===== src/rtl/pin_uart_rx_pkg.sv =====
// Shared types and constants for the pin-name UART receiver.
package pin_uart_pkg;

  typedef enum logic [2:0] {
    ST_WAIT_HIGH,
    ST_IDLE,
    ST_START,
    ST_DATA,
    ST_STOP
  } rx_state_e;

  localparam logic [7:0] SPACE_CHAR   = 8'h20;
  localparam int         NAME_CHARS   = 4;
  localparam int         MIN_BIT_CLKS = 4;

  // Character counter step: saturates one past a full name so that any
  // overlong name is remembered as "too long" until the next space.
  function automatic logic [2:0] char_cnt_next(input logic [2:0] cnt);
    if (cnt >= 3'(NAME_CHARS + 1)) begin
      return 3'(NAME_CHARS + 1);
    end
    return cnt + 3'd1;
  endfunction

endpackage


===== src/rtl/pin_uart_rx_frame.sv =====
// UART 8N1 frame receiver: optional input synchronizer, start/data/stop
// bit sampling at mid-bit, byte output and framing error pulses.
// Define PIN_UART_RX_SYNC_EN to pass rxd through a 2-flop synchronizer
// (adds 2 cycles of latency); otherwise rxd must already be synchronous.
module pin_uart_rx_frame
  import pin_uart_pkg::*;
#(
  parameter int BIT_CLKS = 16
) (
  input  logic       clk,
  input  logic       rst,
  input  logic       rxd,
  output logic [7:0] byte_data,
  output logic       byte_valid,
  output logic       frame_err,
  output logic       busy
);

  // Bit periods below the minimum cannot place a mid-bit sample, so clamp.
  localparam int CLKS = (BIT_CLKS < MIN_BIT_CLKS) ? MIN_BIT_CLKS : BIT_CLKS;
  localparam int CW   = $clog2(CLKS);
  localparam logic [CW-1:0] HALF_LOAD = CW'(CLKS / 2 - 1);
  localparam logic [CW-1:0] FULL_LOAD = CW'(CLKS - 1);

  logic rxd_s;

`ifdef PIN_UART_RX_SYNC_EN
  logic sync1_q;
  logic sync2_q;

  // Two-flop synchronizer, reset to the idle-high line level.
  always_ff @(posedge clk) begin
    if (rst) begin
      sync1_q <= 1'b1;
      sync2_q <= 1'b1;
    end else begin
      sync1_q <= rxd;
      sync2_q <= sync1_q;
    end
  end

  assign rxd_s = sync2_q;
`else
  assign rxd_s = rxd;
`endif

  rx_state_e      state_q;
  logic [CW-1:0]  cnt_q;
  logic [3:0]     bit_idx_q;
  logic [7:0]     shreg_q;
  logic [7:0]     byte_data_q;
  logic           byte_valid_q;
  logic           frame_err_q;

  // Frame FSM: the counter counts down to the next mid-bit sample point.
  always_ff @(posedge clk) begin
    if (rst) begin
      state_q      <= ST_WAIT_HIGH;
      cnt_q        <= '0;
      bit_idx_q    <= 4'd0;
      shreg_q      <= 8'h00;
      byte_data_q  <= 8'h00;
      byte_valid_q <= 1'b0;
      frame_err_q  <= 1'b0;
    end else begin
      byte_valid_q <= 1'b0;
      frame_err_q  <= 1'b0;
      case (state_q)
        ST_WAIT_HIGH: begin
          if (rxd_s) begin
            state_q <= ST_IDLE;
          end
        end
        ST_IDLE: begin
          if (!rxd_s) begin
            state_q <= ST_START;
            cnt_q   <= HALF_LOAD;
          end
        end
        ST_START: begin
          if (cnt_q == '0) begin
            if (rxd_s) begin
              state_q <= ST_IDLE;
            end else begin
              state_q   <= ST_DATA;
              cnt_q     <= FULL_LOAD;
              bit_idx_q <= 4'd0;
            end
          end else begin
            cnt_q <= cnt_q - CW'(1);
          end
        end
        ST_DATA: begin
          if (cnt_q == '0) begin
            shreg_q <= {rxd_s, shreg_q[7:1]};
            cnt_q   <= FULL_LOAD;
            if (bit_idx_q == 4'd7) begin
              state_q <= ST_STOP;
            end else begin
              bit_idx_q <= bit_idx_q + 4'd1;
            end
          end else begin
            cnt_q <= cnt_q - CW'(1);
          end
        end
        ST_STOP: begin
          if (cnt_q == '0) begin
            if (rxd_s) begin
              byte_data_q  <= shreg_q;
              byte_valid_q <= 1'b1;
              state_q      <= ST_IDLE;
            end else begin
              frame_err_q <= 1'b1;
              state_q     <= ST_WAIT_HIGH;
            end
          end else begin
            cnt_q <= cnt_q - CW'(1);
          end
        end
        default: state_q <= ST_WAIT_HIGH;
      endcase
    end
  end

  assign byte_data  = byte_data_q;
  assign byte_valid = byte_valid_q;
  assign frame_err  = frame_err_q;
  assign busy       = (state_q != ST_IDLE);

endmodule


===== src/rtl/pin_uart_rx.sv =====
// Pin-name beacon receiver: decodes UART bytes and assembles
// space-terminated 4-character pin names.
// Define PIN_UART_RX_SYNC_EN to synchronize rxd inside the frame receiver.
module pin_uart_rx
  import pin_uart_pkg::*;
#(
  parameter int BIT_CLKS = 16
) (
  input  logic        clk,
  input  logic        rst,
  input  logic        rxd,
  output logic [7:0]  byte_data,
  output logic        byte_valid,
  output logic        frame_err,
  output logic [31:0] name,
  output logic        name_valid,
  output logic        name_err,
  output logic        busy
);

  pin_uart_rx_frame #(
    .BIT_CLKS (BIT_CLKS)
  ) u_frame (
    .clk        (clk),
    .rst        (rst),
    .rxd        (rxd),
    .byte_data  (byte_data),
    .byte_valid (byte_valid),
    .frame_err  (frame_err),
    .busy       (busy)
  );

  logic [31:0] shift_name_q, shift_name_d;
  logic [31:0] name_q, name_d;
  logic [2:0]  char_cnt_q, char_cnt_d;
  logic        publish;
  logic        reject;

  // Name assembly; publish/reject coincide with the terminating space byte.
  always_comb begin
    shift_name_d = shift_name_q;
    name_d       = name_q;
    char_cnt_d   = char_cnt_q;
    publish      = 1'b0;
    reject       = 1'b0;
    if (byte_valid) begin
      if (byte_data != SPACE_CHAR) begin
        shift_name_d = {shift_name_q[23:0], byte_data};
        char_cnt_d   = char_cnt_next(char_cnt_q);
      end else begin
        if (char_cnt_q == 3'(NAME_CHARS)) begin
          publish = 1'b1;
          name_d  = shift_name_q;
        end else begin
          reject = 1'b1;
        end
        char_cnt_d = 3'd0;
      end
    end else if (frame_err) begin
      char_cnt_d = 3'd0;
    end
  end

  // Name registers.
  always_ff @(posedge clk) begin
    if (rst) begin
      shift_name_q <= 32'h0;
      name_q       <= 32'h0;
      char_cnt_q   <= 3'd0;
    end else begin
      shift_name_q <= shift_name_d;
      name_q       <= name_d;
      char_cnt_q   <= char_cnt_d;
    end
  end

  assign name       = publish ? shift_name_q : name_q;
  assign name_valid = publish;
  assign name_err   = reject;

endmodule


===== config.mk =====
export PLATFORM = sky130hd
export DESIGN_NAME = pin_uart_rx
export DESIGN_NICKNAME = d
export VERILOG_FILES = /design/src/rtl/pin_uart_rx_pkg.sv /design/src/rtl/pin_uart_rx_frame.sv /design/src/rtl/pin_uart_rx.sv
export SDC_FILE = /design/constraint.sdc
export NUM_CORES = 1
export LEC_CHECK = 0
export CAP_MARGIN = 20
export CORE_ASPECT_RATIO = 1.75
export CORE_MARGIN = 2
export CORE_UTILIZATION = 30
export DETAILED_ROUTE_END_ITERATION = 8
export GPL_ROUTABILITY_DRIVEN = 0
export PLACE_DENSITY_LB_ADDON = 0.3
export SLEW_MARGIN = 20
export SYNTH_ARGS = -nofsm -noshare
export SYNTH_HDL_FRONTEND = slang
export SYNTH_SLANG_ARGS = --single-unit

===== constraint.sdc =====
create_clock -name clk -period 2.5 [get_ports clk]
set_input_delay 0.25 -clock clk [delete_from_list [all_inputs] [get_ports clk]]
set_output_delay 0.25 -clock clk [all_outputs]
set_load 0.1 [all_outputs]

# Yosys cells after proc, flatten, opt, wreduce, memory -nomap -nowiden
# Cells that the tools add are included.
dict set report word_totals {
  reg_bits 96
  latch_bits 0
  mem_bits_rw 0
  mem_bits_ro 0
  inputBits 3
  output_inout_bits 45
  elab_cells 85
  memories 0
}
dict set report classes {
  add_sub_neg 3
  mul 0
  n_div 0
  order_cmp 1
  eq_ne 18
  n_shift 0
  muxes 37
  n_bitwise 3
  reduce_logical 13
}
# operator count
set op_table {}
lappend op_table {{4-bit two-way mux} 9}
lappend op_table {{3-bit two-way mux} 11}
lappend op_table {{32-bit two-way mux} 1}
lappend op_table {{4-bit case mux with 4 select lines} 1}
lappend op_table {{3-bit case mux with 5 select lines} 1}
lappend op_table {{1-bit two-way mux} 12}
lappend op_table {{2-bit inequality test (second input constant)} 5}
lappend op_table {{2-bit by 1-bit inequality test with 1-bit output (second input constant)} 4}
lappend op_table {{8-bit by 6-bit inequality test with 1-bit output (second input constant)} 1}
lappend op_table {{4-bit case mux with 2 select lines} 1}
lappend op_table {{3-bit by 2-bit equality test with 1-bit output (second input constant)} 2}
lappend op_table {{3-bit equality test (second input constant)} 2}
lappend op_table {{3-bit AND reduction} 2}
lappend op_table {{6-bit AND reduction} 1}
lappend op_table {{5-bit AND reduction} 1}
lappend op_table {{4-bit by 1-bit adder with 4-bit output (second input constant)} 1}
lappend op_table {{4-bit by 3-bit equality test with 1-bit output (second input constant)} 1}
lappend op_table {{4-bit zero test} 1}
lappend op_table {{2-bit AND reduction} 2}
lappend op_table {{4-bit AND reduction} 1}
lappend op_table {{2-bit nonzero test} 2}
lappend op_table {{4-bit nonzero test} 1}
lappend op_table {{4-bit by 1-bit subtractor with 4-bit output (second input constant)} 1}
lappend op_table {{3-bit by 1-bit adder with 3-bit output (second input constant)} 1}
lappend op_table {{other kinds (8)} 10}

# Logic depth before layout (Yosys ltp)
dict set report depth {
  word_depth 7
  mapped_depth 7
  mapped_depth_nobuf 6
}

# Cells and area by module
# A second synthesis with hierarchy kept.
dict set report unflattened {
  cells_unflattened 423
  hier_area_um2 3953.8
}
# module n_inst cells_per_inst area_per_inst_um2 seq_area_each_um2
set modules_own_cells {}
lappend modules_own_cells {pin_uart_rx 1 271 2616.3 1341.3}
lappend modules_own_cells {pin_uart_rx_frame 1 152 1337.5 580.6}

# Worst setup path after synthesis
# Ideal clock, no wire load.
dict set report synth_path {
  path_kind {register to register}
  start {register u_frame.byte_data_q[5] (netlist: u_frame.byte_data[5])}
  end {register name_q[10]}
  setup_time_ns 0.118
  arrival_ns 2.951
  required_ns 2.382
  setup_slack_ns -0.569
  path_stages_with_launch 6
  n_path_buf 1
  period_less_slack_ns 3.069
  cell_sequence {dfxtp_1 > nor4b_2 > nand4_1 > buf_2 > mux2_1 > and2_1}
}
dict set report synth_between {
  elab_chain_len 3
}
# element line
set synth_rtl {}
lappend synth_rtl {{start: declaration} pin_uart_rx_frame.sv:51} ;# logic [7:0] byte_data_q;
lappend synth_rtl {{start signal: assignment} pin_uart_rx_frame.sv:109} ;# byte_data_q <= shreg_q;
lappend synth_rtl {{8-bit by 6-bit inequality test with 1-bit output} pin_uart_rx.sv:47} ;# if (byte_data != SPACE_CHAR) begin
lappend synth_rtl {{1-bit inverter (no line)} -}
lappend synth_rtl {{3-bit AND reduction (no line)} -}
lappend synth_rtl {{end signal: assignment} pin_uart_rx.sv:72} ;# name_q <= name_d;
lappend synth_rtl {{end: declaration} pin_uart_rx.sv:34} ;# logic [31:0] name_q, name_d;
# No other way between the ends.
# A chain may end at the register's enable or synchronous reset.

# Worst setup path in the final report
dict set report layout_path {
  start {register u_frame.byte_data_q[0] (netlist: u_frame.byte_data[0])}
  end {output name[11]}
}
dict set report layout_between {
  elab_chain_len 4
}
# element line
set layout_rtl {}
lappend layout_rtl {{8-bit by 6-bit inequality test with 1-bit output} pin_uart_rx.sv:47}
lappend layout_rtl {{1-bit two-way mux} pin_uart_rx.sv:47}
lappend layout_rtl {{1-bit two-way mux} pin_uart_rx.sv:46} ;# if (byte_valid) begin
lappend layout_rtl {{32-bit two-way mux} pin_uart_rx.sv:77} ;# assign name = publish ? shift_name_q : name_q;
lappend layout_rtl {{end: declaration} pin_uart_rx.sv:15} ;# output logic [31:0] name,
# No other way between the ends.

==> flow_metrics.py <==
metrics = {
    "outcome": {
        "status": "finished clean",
    },
    "setup_path": {
        "path_cells": "nor4b_2, nand4_1, buf_4, clkbuf_16, mux2_2, buf_12",
        "reg2reg_from": "u_frame.cnt_q[0]",
        "critPathMaxStageDelay_ps": 440,
        "cp_data_arrival_time_ps": 2150,
        "crit_fanout": 16,
        "timing.rr.end": "u_frame.bit_idx_q[3]",
        "cp.depth": 6,
        "critPathTopFamily": "simple AND/OR/NAND/NOR gates",
        "crit_slowest_cell": "nor4b_2",
        "rr_worst_depth": 6,
        "cp.required_ps": 2250,
        "crit_start": "u_frame.byte_data[0]",
        "start_kind": "register",
        "crit_buf_inv": 3,
        "critPathKind": "register to output port",
        "end_kind": "output port",
        "r2r_slack_ps": 350,
        "endpoint": "name[11]",
    },
    "sta": {
        "rsz0062_at_grt": "no",
        "slew_headroom_pct": 57.8,
        "fin_setup_tns_ps": 0,
        "finalHoldViolCount": 0,
        "setup_violations": 0,
        "report.final.slew_viol_count": 0,
        "fin_worst_skew_ps": 4.97,
        "period_needed_ps": 2400,
        "tightest_slew_ps": 633,
        "min_period_over_period_pct": 96.1,
        "max_freq_mhz": 416,
    },
    "placement": {
        "placed_area_um2": 4760,
        "dp_hpwl_mm": 5.97,
        "port_buffers": 47,
    },
    "yosys": {
        "syn_avg_cell_area_um2": 9.16,
        "synth_seq_cells": 96,
        "synth_top_area_cell": "dfxtp_1",
        "synth_top_cell_area_share_pct": 50.7,
        "netlist_top_cells_area": "dfxtp_1 (51%), mux2_1 (8.6%), nand2_1 (8.0%)",
        "synthCells": 414,
        "syn_nets": 422,
        "yosys_warnings": 0,
        "netlist_area_um2": 3790,
        "synth.distinct_cells": 41,
        "yosysSeqAreaShare_pct": 50.7,
    },
    "cells_and_area": {
        "multi_input_area_um2": 1760,
        "fillers": 1270,
        "final_layout_size_suffix_gt1_share_pct": 25.4,
        "syn_to_final_growth_pct": 34.1,
        "final_nets": 464,
        "antennaDiodeCount": 0,
        "fin_util_pct": 40.9,
        "final_area_um2": 5090,
        "regArea_um2": 1930,
    },
    "grt": {
        "antenna_found_initial": 0,
        "grt_usage_pct": 13.2,
        "overflow": 0,
        "grt_pass1_vias": 2815,
        "grt_max_degree": 61,
        "grt_first_pass_wirelength_mm": 13.9,
    },
    "floorplanning": {
        "dieArea_um2": 13600,
        "die_h_um": 153,
        "std_cell_rows": 54,
        "fp.dieW_um": 89.0,
        "core_area_um2": 12400,
        "io_pins": 48,
        "floorplan.initialDensity_pct": 30.5,
    },
    "run": {
        "cap_violations": 0,
    },
    "detailed_routing": {
        "wl_per_cell_um": 13.7,
        "avgViaCountPerCell": 4.72,
        "drt_iter0_drc": 109,
        "ant_nets": 0,
        "vias": 2967,
        "drc": 0,
        "wirelength_mm": 8.62,
        "drt_first_pass_iters": 4,
    },
    "clock_network": {
        "cts_tree": "built",
        "cts.sinks": 96,
        "htreeDepth": 3,
        "cts.reportedPaths.clkPinSlew_ps": 60,
        "clk_latency_ps": 340,
        "clock-root-buffer": "clkbuf_16",
        "clockBufferDepth": 2,
        "numCtsBuffers": 9,
    },
    "power_and_ir_drop": {
        "p_leak_nw": 1.97,
        "irDropWorstVdd_mv": 0.312,
        "powerDensity_nw_per_um2": 596,
    },
    "min_path": {
        "hp-class": "input port to register",
    },
}
==> routing by layer <==
layer	track usage [%]	share of wire [%]
met5	0	0
met3	2.38	3.3
met2	23.0	54
met1	15.0	40
met4	6.40	2.7
==> sequential cells by signal, indices dropped and copies added, names as in the netlist <==
signal              count
u_frame.cnt_q           4
u_frame.bit_idx_q       4
char_cnt_q              3
u_frame.frame_err       1
u_frame.shreg_q         8
shift_name_q           32
u_frame.byte_valid      1
u_frame.state_q         3
name_q                 32
u_frame.byte_data       8
==> timing repair <==
item                                    CTS  global route
endpoints found under the setup margin    0             9
buffers inserted                          0             1
gates resized for setup                   0             2
hold buffers                              0             0
==> per-stage QoR <==
step	std cells	power [mW]	hold WS, ps	worst slack, ps
after floorplan	414	1.71	434	97.9
after global placement	611	1.74	443	434
after detailed placement	611	1.75	449	395
after CTS	626	3.07	384	64.9
after global routing	628	3.14	432	7.66
final	628	3.03	380	96.9
==> worst min-delay path by stage <==
stage / from / end / slack (ps) / depth (start not counted)
finish: rst / u_frame.cnt_q[3] / 380 / 4
floorplan: shift_name_q[24] / shift_name_q[24] / 430 / 2
global placement: u_frame.shreg_q[0] / u_frame.shreg_q[0] / 440 / 2
detailed placement: u_frame.shreg_q[0] / u_frame.shreg_q[0] / 450 / 2
global route: rst / u_frame.cnt_q[2] / 430 / 3
CTS: rst / u_frame.cnt_q[2] / 380 / 3
==> tightest hold or removal path: cells and delay by family <==
family / cells / cell delay, ps
AO/OA/AOI/OAI: 1 / 60
AND/OR/NAND/NOR: 1 / 110
buffers and inverters: 2 / 250
==> cells in the final DEF, fill, tap and decap left out, types with 7 or more instances in the layout <==
| master | n |
|---|---|
| dfxtp_1 | 86 |
| a21oi_1 | 51 |
| mux2_2 | 32 |
| mux2i_1 | 9 |
| dfxtp_2 | 10 |
| nand2_1 | 81 |
| buf_4 | 18 |
| inv_1 | 8 |
| buf_12 | 35 |
| o21ai_0 | 7 |
| nor3_1 | 7 |
| nor2_1 | 19 |
| clkbuf_16 | 10 |
| and2_1 | 33 |
==> cell families (layout without fill, tap and decap cells) <==
family / Yosys count / count (layout) / synth area share, %
simple gates: 167 / 167 / 21.5
flops: 96 / 96 / 50.7
compound gates: 71 / 71 / 10.6
mux: 41 / 41 / 11.9
buf+inv: 33 / 79 / 3.40
fa+ha+maj: 5 / 5 / 1.65
xor+xnor: 1 / 1 / 0.231
==> area by class of cell <==
cell class / instances / share of cell area (%)
Clock inverter: 3 / 0.861
Tap cell: 168 / 4.13
Inverter: 8 / 0.590
Multi-Input combinational cell: 285 / 34.5
Timing Repair Buffer: 56 / 17.2
Clock buffer: 12 / 4.65
Sequential cell: 96 / 38.0
==> cell usage after synthesis <==
cell type and n:
or3b_1 2, a211oi_1 2, or3_1 4, a21bo_2 1
nor4b_1 1, buf_2 4, mux2_2 3, xnor2_1 1
and3b_1 1, ha_1 5, or4_1 1, o21ai_0 7
o22a_1 2, a21boi_0 1, nand2b_1 2, nor2_1 20
nor4_1 1, o22ai_1 1, nor4b_2 1, nand4_1 2
nor2b_1 2, o221a_2 1, nor4_2 1, a22oi_1 1
nand3b_1 2, nor3_2 1, o41ai_1 1, nor3b_2 1
a32oi_1 1, a2111o_1 1, a21oi_1 51, clkbuf_1 21
o221ai_1 1, nor3_1 7, mux2_1 29, inv_1 8
and2_1 33, mux2i_1 9, nand3_1 4, nand2_1 81
dfxtp_1 96
==> power breakdown <==
group / internal, mW / leakage, nW / switching, mW
clock network: 0.771 / 0.137 / 0.548
logic: 0.0533 / 1.06 / 0.100
registers: 1.54 / 0.779 / 0.0191
total: 2.36 / 1.97 / 0.667
(Power assumes the default switching activity.)
==> patch 1 (same settings) <==
Re-encode `rx_state_e` (5 states) as Gray code, 3 bits wide.
--- a/src/rtl/pin_uart_rx_pkg.sv
+++ b/src/rtl/pin_uart_rx_pkg.sv
@@ -3,9 +3,9 @@
 
   typedef enum logic [2:0] {
-    ST_WAIT_HIGH,
-    ST_IDLE,
-    ST_START,
-    ST_DATA,
-    ST_STOP
+    ST_WAIT_HIGH = 3'b000,
+    ST_IDLE      = 3'b001,
+    ST_START     = 3'b011,
+    ST_DATA      = 3'b010,
+    ST_STOP      = 3'b110
   } rx_state_e;
 
Behaviour: no difference found for any inputs over 10 cycles, from zero or initial values and one cycle with rst high; not proved beyond that.
==> patch 1 against the unedited design <==
- setup slack improved by 21 ps
- area after synthesis increased by 0.79%
- total power increased by 3.9%
- synthesized cell count decreased by 2.7%
- wire length decreased by 2.0%
- sequential cell count unchanged
- cell area increased by 0.15%
- critical path depth increased by 1
- critical path type unchanged
==> patch 1: results (changes against the unedited design) <==
** Outcome
- Result of the run :: completed

** Drt
- The violation count after the first detailed-routing iteration was 89 (-18%).
- The average routed wire per standard cell is 13.7 um (about the same).
- The average vias per placed instance is 4.72 (-0.18%).

** Logic synthesis
- Post-synthesis sequential area ratio :: 50.3% (-0.40 points)
- The count of unique library cells instantiated by Yosys was 48 (+17%).
- The share of the synthesized area in compound gates (AO/OA/AOI/OAI) came to 10.2% (-0.38 points).
- Leading cell types by total area after synthesis :: dfxtp_1 (50%), mux2_1 (8.5%), nand2_1 (7.6%), a21oi_1 (5.6%), and2_1 (5.2%)
- The average cell area after synthesis is 9.48 um2 (+3.5%).
- Xor and xnor area share after synthesis :: 0.229% (-0.0018 points)
- Cell types with the highest counts after synthesis :: dfxtp_1 (96), nand2_1 (77), a21oi_1 (43), and2_1 (32), mux2_1 (29)
- Area share of fa/ha/maj cells after synthesis :: 1.64% (-0.013 points)

** GRT
- The wire length of the first global-routing pass was 13.9 mm (+0.25%).
- The largest net degree at the start of global routing was 67 (+9.8%).
- The total track usage was 13.2% (-0.046 points).
- The number of global-route vias before repair came to 2791 (-0.85%).

** Min path
- Cell depth of the worst min-delay path :: 2 (-2)
- HP Class :: register to register

** Power
- Worst voltage drop across the vdd grid :: 0.000362 V (+16%)
- Leakage :: 1.91 nW (-3.4%)

** CTS
- The maximum clock path buffer count came to 2 (unchanged).

** Placed design
- The total instance count after detailed placement came to 600 (-1.8%).
- Instance area after placement :: 4770 um2 (+0.18%)
- The HPWL reported at the end of detailed placement came to 5.92 mm (-0.81%).

** Cells and area
- The number of nets in the final layout is 451 (-2.8%).
- Layout cell share with drive strength beyond 1 :: 25.9% (+0.46 points)
- Non-filler cells in the finished layout :: 616 (-1.9%)

** Setup path
- The critical path arrival came to 2130 ps (-20 ps).
- The worst reg-to-reg setup slack came to 570 ps (+220 ps).
- Reg2reg path depth :: 6 (unchanged)
- The maximum fanout count along the critical path was 33 (+17).

** Floorplan
- Initial standard-cell utilization of the core :: 30.7% (+0.24 points)

** STA
- Transition time at the pin with the least slew margin :: 705 ps (+72.1 ps)
- The worst hold slack was 454 ps (+74.2 ps).
- The highest clock rate is 0.420 GHz (+0.87%).
- The maximum clock skew at final layout is 5.71 ps (+0.742 ps).
-- patch 1: cell count changes in the layout (fill, tap and decap cells not counted), sizes merged, moves of 3 or more --
cell / before / now
o21ai: 7 / 2
nand2: 81 / 77
a21oi: 51 / 43
clkbuf: 13 / 10
nor2: 20 / 17
nor2b: 2 / 6
-- patch 1: path summary, 6_finish.rpt --
kind	start	endpoint
worst max register to register	u_frame.cnt_q[0]	u_frame.byte_data[3]
worst min register to register	shift_name_q[26]	shift_name_q[26]
worst min-delay path	shift_name_q[26]	shift_name_q[26]
worst max-delay path	char_cnt_q[0]	name[21]
-- patch 1: cells by family after synthesis --
kind of cell	Yosys count
AOI/OAI and AO/OA	63
xor gates and xnor gates	1
adders and majority gates	5
buffers and inverters	31
DFF	96
muxes	41
and+or+nand+nor	166
-- patch 1: layout make-up --
class,count,area [um2]
Tap cell,168,210
Inverter,6,22.5
Clock inverter,6,82.6
Timing Repair Buffer,54,831
Fill cell,1273,7340
Sequential cell,96,1930
Multi-Input combinational cell,276,1780
Clock buffer,10,239
-- patch 1: critical path, cell delays in order, from the launching register on --
cell and delay [ps]:
dfxtp_1 410, inv_1 80, ha_1 190, and2_1 180, nand4_2 110, buf_12 220, mux2_2 410, buf_12 180
-- patch 1: routing by layer --
layer / global-route usage, % / routed length (um) / vias up
met1: 14.8 / 3450 / 1403
met4: 6.04 / 201 / 0
li1: - / - / 1448
met5: 0 / 0 / -
met2: 23.2 / 4590 / 40
met3: 2.38 / 212 / 14
-- patch 1: report_power, final --
group          switching (mW)  internal [mW]  leakage (nW)  total, mW
Clock                   0.581          0.898         0.158       1.48
Sequential             0.0170           1.54         0.776       1.56
Combinational          0.0736         0.0425         0.974      0.116
==> patch 2 (config.mk and constraints unchanged) <==
Without the edit above. Add a define of `PIN_UART_RX_SYNC_EN`.
--- a/src/rtl/pin_uart_rx_frame.sv
+++ b/src/rtl/pin_uart_rx_frame.sv
@@ -3,4 +3,6 @@
 // Define PIN_UART_RX_SYNC_EN to pass rxd through a 2-flop synchronizer
 // (adds 2 cycles of latency); otherwise rxd must already be synchronous.
+`define PIN_UART_RX_SYNC_EN
+
 module pin_uart_rx_frame
   import pin_uart_pkg::*;
Function: changed (a bounded check fails within 4 cycles, from zero or initial values and one cycle with rst high).
==> patch 2 against the unedited design <==
- count of clock-buffer cells in the layout stayed put
- largest cell class unchanged
- sequential share of layout area is 0.73 points lower
- wire length is 2.6% higher
- cell area is 3.5% higher
- setup slack worse by 5.5 ps
- largest power group unchanged
- area after synthesis is 6.3% higher
- total power is 1.7% higher
- sequential cell count is 2 higher
- via count is 0.94% higher
- register-to-register slack better by 240 ps
==> patch 2: results (changes against the unedited design) <==
** Cells and area
- Layout Nets :: 472 (+1.7%)
- Layout cell share with drive strength beyond 1 :: 25.4% (-0.062 points)

** Drt
- Number of optimization iterations in the first detailed-route pass :: 6 (+2)
- Iteration-0 DRC Markers :: 153 (+40%)
- The length of routed met2 wiring was 4.91 mm (+6.2%).
- Detailed-routing wirelength on met1 :: 3.49 mm (+0.43%)
- The average routed wire per standard cell is 13.8 um (+0.25%).
- Amount of wire on met3 after detailed routing :: 314 um (+9.0%)
- The average vias per placed instance came to 4.66 (-1.4%).

** GRT
- The global routing usage on met1 is 13.6% (-1.4 points).
- The largest net degree at the start of global routing is 42 (-31%).
- First-pass GRT wire length :: 14.8 mm (+6.4%)
- Number of global-route vias before repair :: 2994 (+6.4%)
- The initial antenna violation count was 0 (unchanged).
- The total track usage was 12.9% (-0.28 points).
- The met2 routing resource usage after global routing was 24.1% (+1.2 points).
- The met3 usage in global routing is 3.40% (+1.0 points).

** STA
- The max-slew headroom at the worst pin came to 58.8% (+0.96 points).
- Hold_ws :: 331 ps (-49.7 ps)
- The least setup slack across all paths after layout came to 91.4 ps (-5.48 ps).
- The maximum clock skew at final layout is 6.31 ps (+1.34 ps).

** Outcome
- The run finished with clean final reports.

** Power
- The switching power share of the total came to 21.2% (-0.84 points).
- Power Clock :: 1.40 mW (+6%)
- The total power density per cell area is 586 nW/um2 (-1.7%).
- Comb pwr :: 0.105 mW (-31%)
- The maximum VDD drop is 0.000370 V (+19%).
- The reported leakage power was 2.07 nW (+4.9%).

** Placed design
- The HPWL reported at the end of detailed placement came to 6.40 mm (+7.2%).
- The area of placed instances was 4960 um2 (+4.0%).
- The placement-stage worst setup slack was 450 ps (+54.8 ps).

** Setup path
- The most critical setup path has its endpoint at name[28].
- The worst reg-to-reg setup slack came to 590 ps (+240 ps).
- In this run the critical register-to-register path is launched from char_cnt_q[0].
- The endpoint identified for the worst register-to-register timing path is name_q[29].
- Largest fanout on the critical path :: 33 (+17)

** Min path
- Cell depth of the worst min-delay path :: 2 (-2)
- Endpoint, Worst Hold :: name_q[19]

** Logic synthesis
- Synthesized Nets :: 434 (+2.8%)
- Leading cell types by total area after synthesis :: dfxtp_1 (49%), mux2_4 (11%), nand2_1 (7.8%), a21oi_1 (6.7%), nor2b_1 (5.1%)
- The proportion of synthesized chip area in sequential cells came to 48.7% (-2.0 points).
- The commonest cells after synthesis are dfxtp_1 (98), nand2_1 (84), a21oi_1 (54), nor2b_1 (33), mux2_4 (29).
- The count of unique library cells instantiated by Yosys was 49 (+20%).
==> patch 2: logic make-up after synthesis <==
family	share of synthesized area, %
flops	48.7
compound gates	10.1
fa+ha+maj	1.55
simple gates	22.2
xor+xnor	0.217
buf+inv	3.69
mux	13.6
==> patch 2: metrics by stage <==
step | utilization (%) | instances
floorplan | - | 426
global placement | 37.4 | 627
detailed placement | 37.4 | 627
CTS | 39.7 | 643
global route | 39.7 | 643
finish | 39.7 | 643
==> patch 2: final cells by class <==
type | instances | area [um2]
flip-flops and latches | 98 | 1960
multi-input cells | 295 | 1930
well taps | 174 | 218
clock buffers | 12 | 256
repair buffers | 53 | 823
inverters | 7 | 26.3
fillers | 1300 | 7980
clock inverters | 4 | 50.0
==> patch 2: critical path, stage by stage (launching register included) <==
cell and delay, ps:
dfxtp_1 400, inv_1 80, ha_1 190, and2_1 180, nand4_2 110, buf_12 260
mux2_2 410, buf_12 170
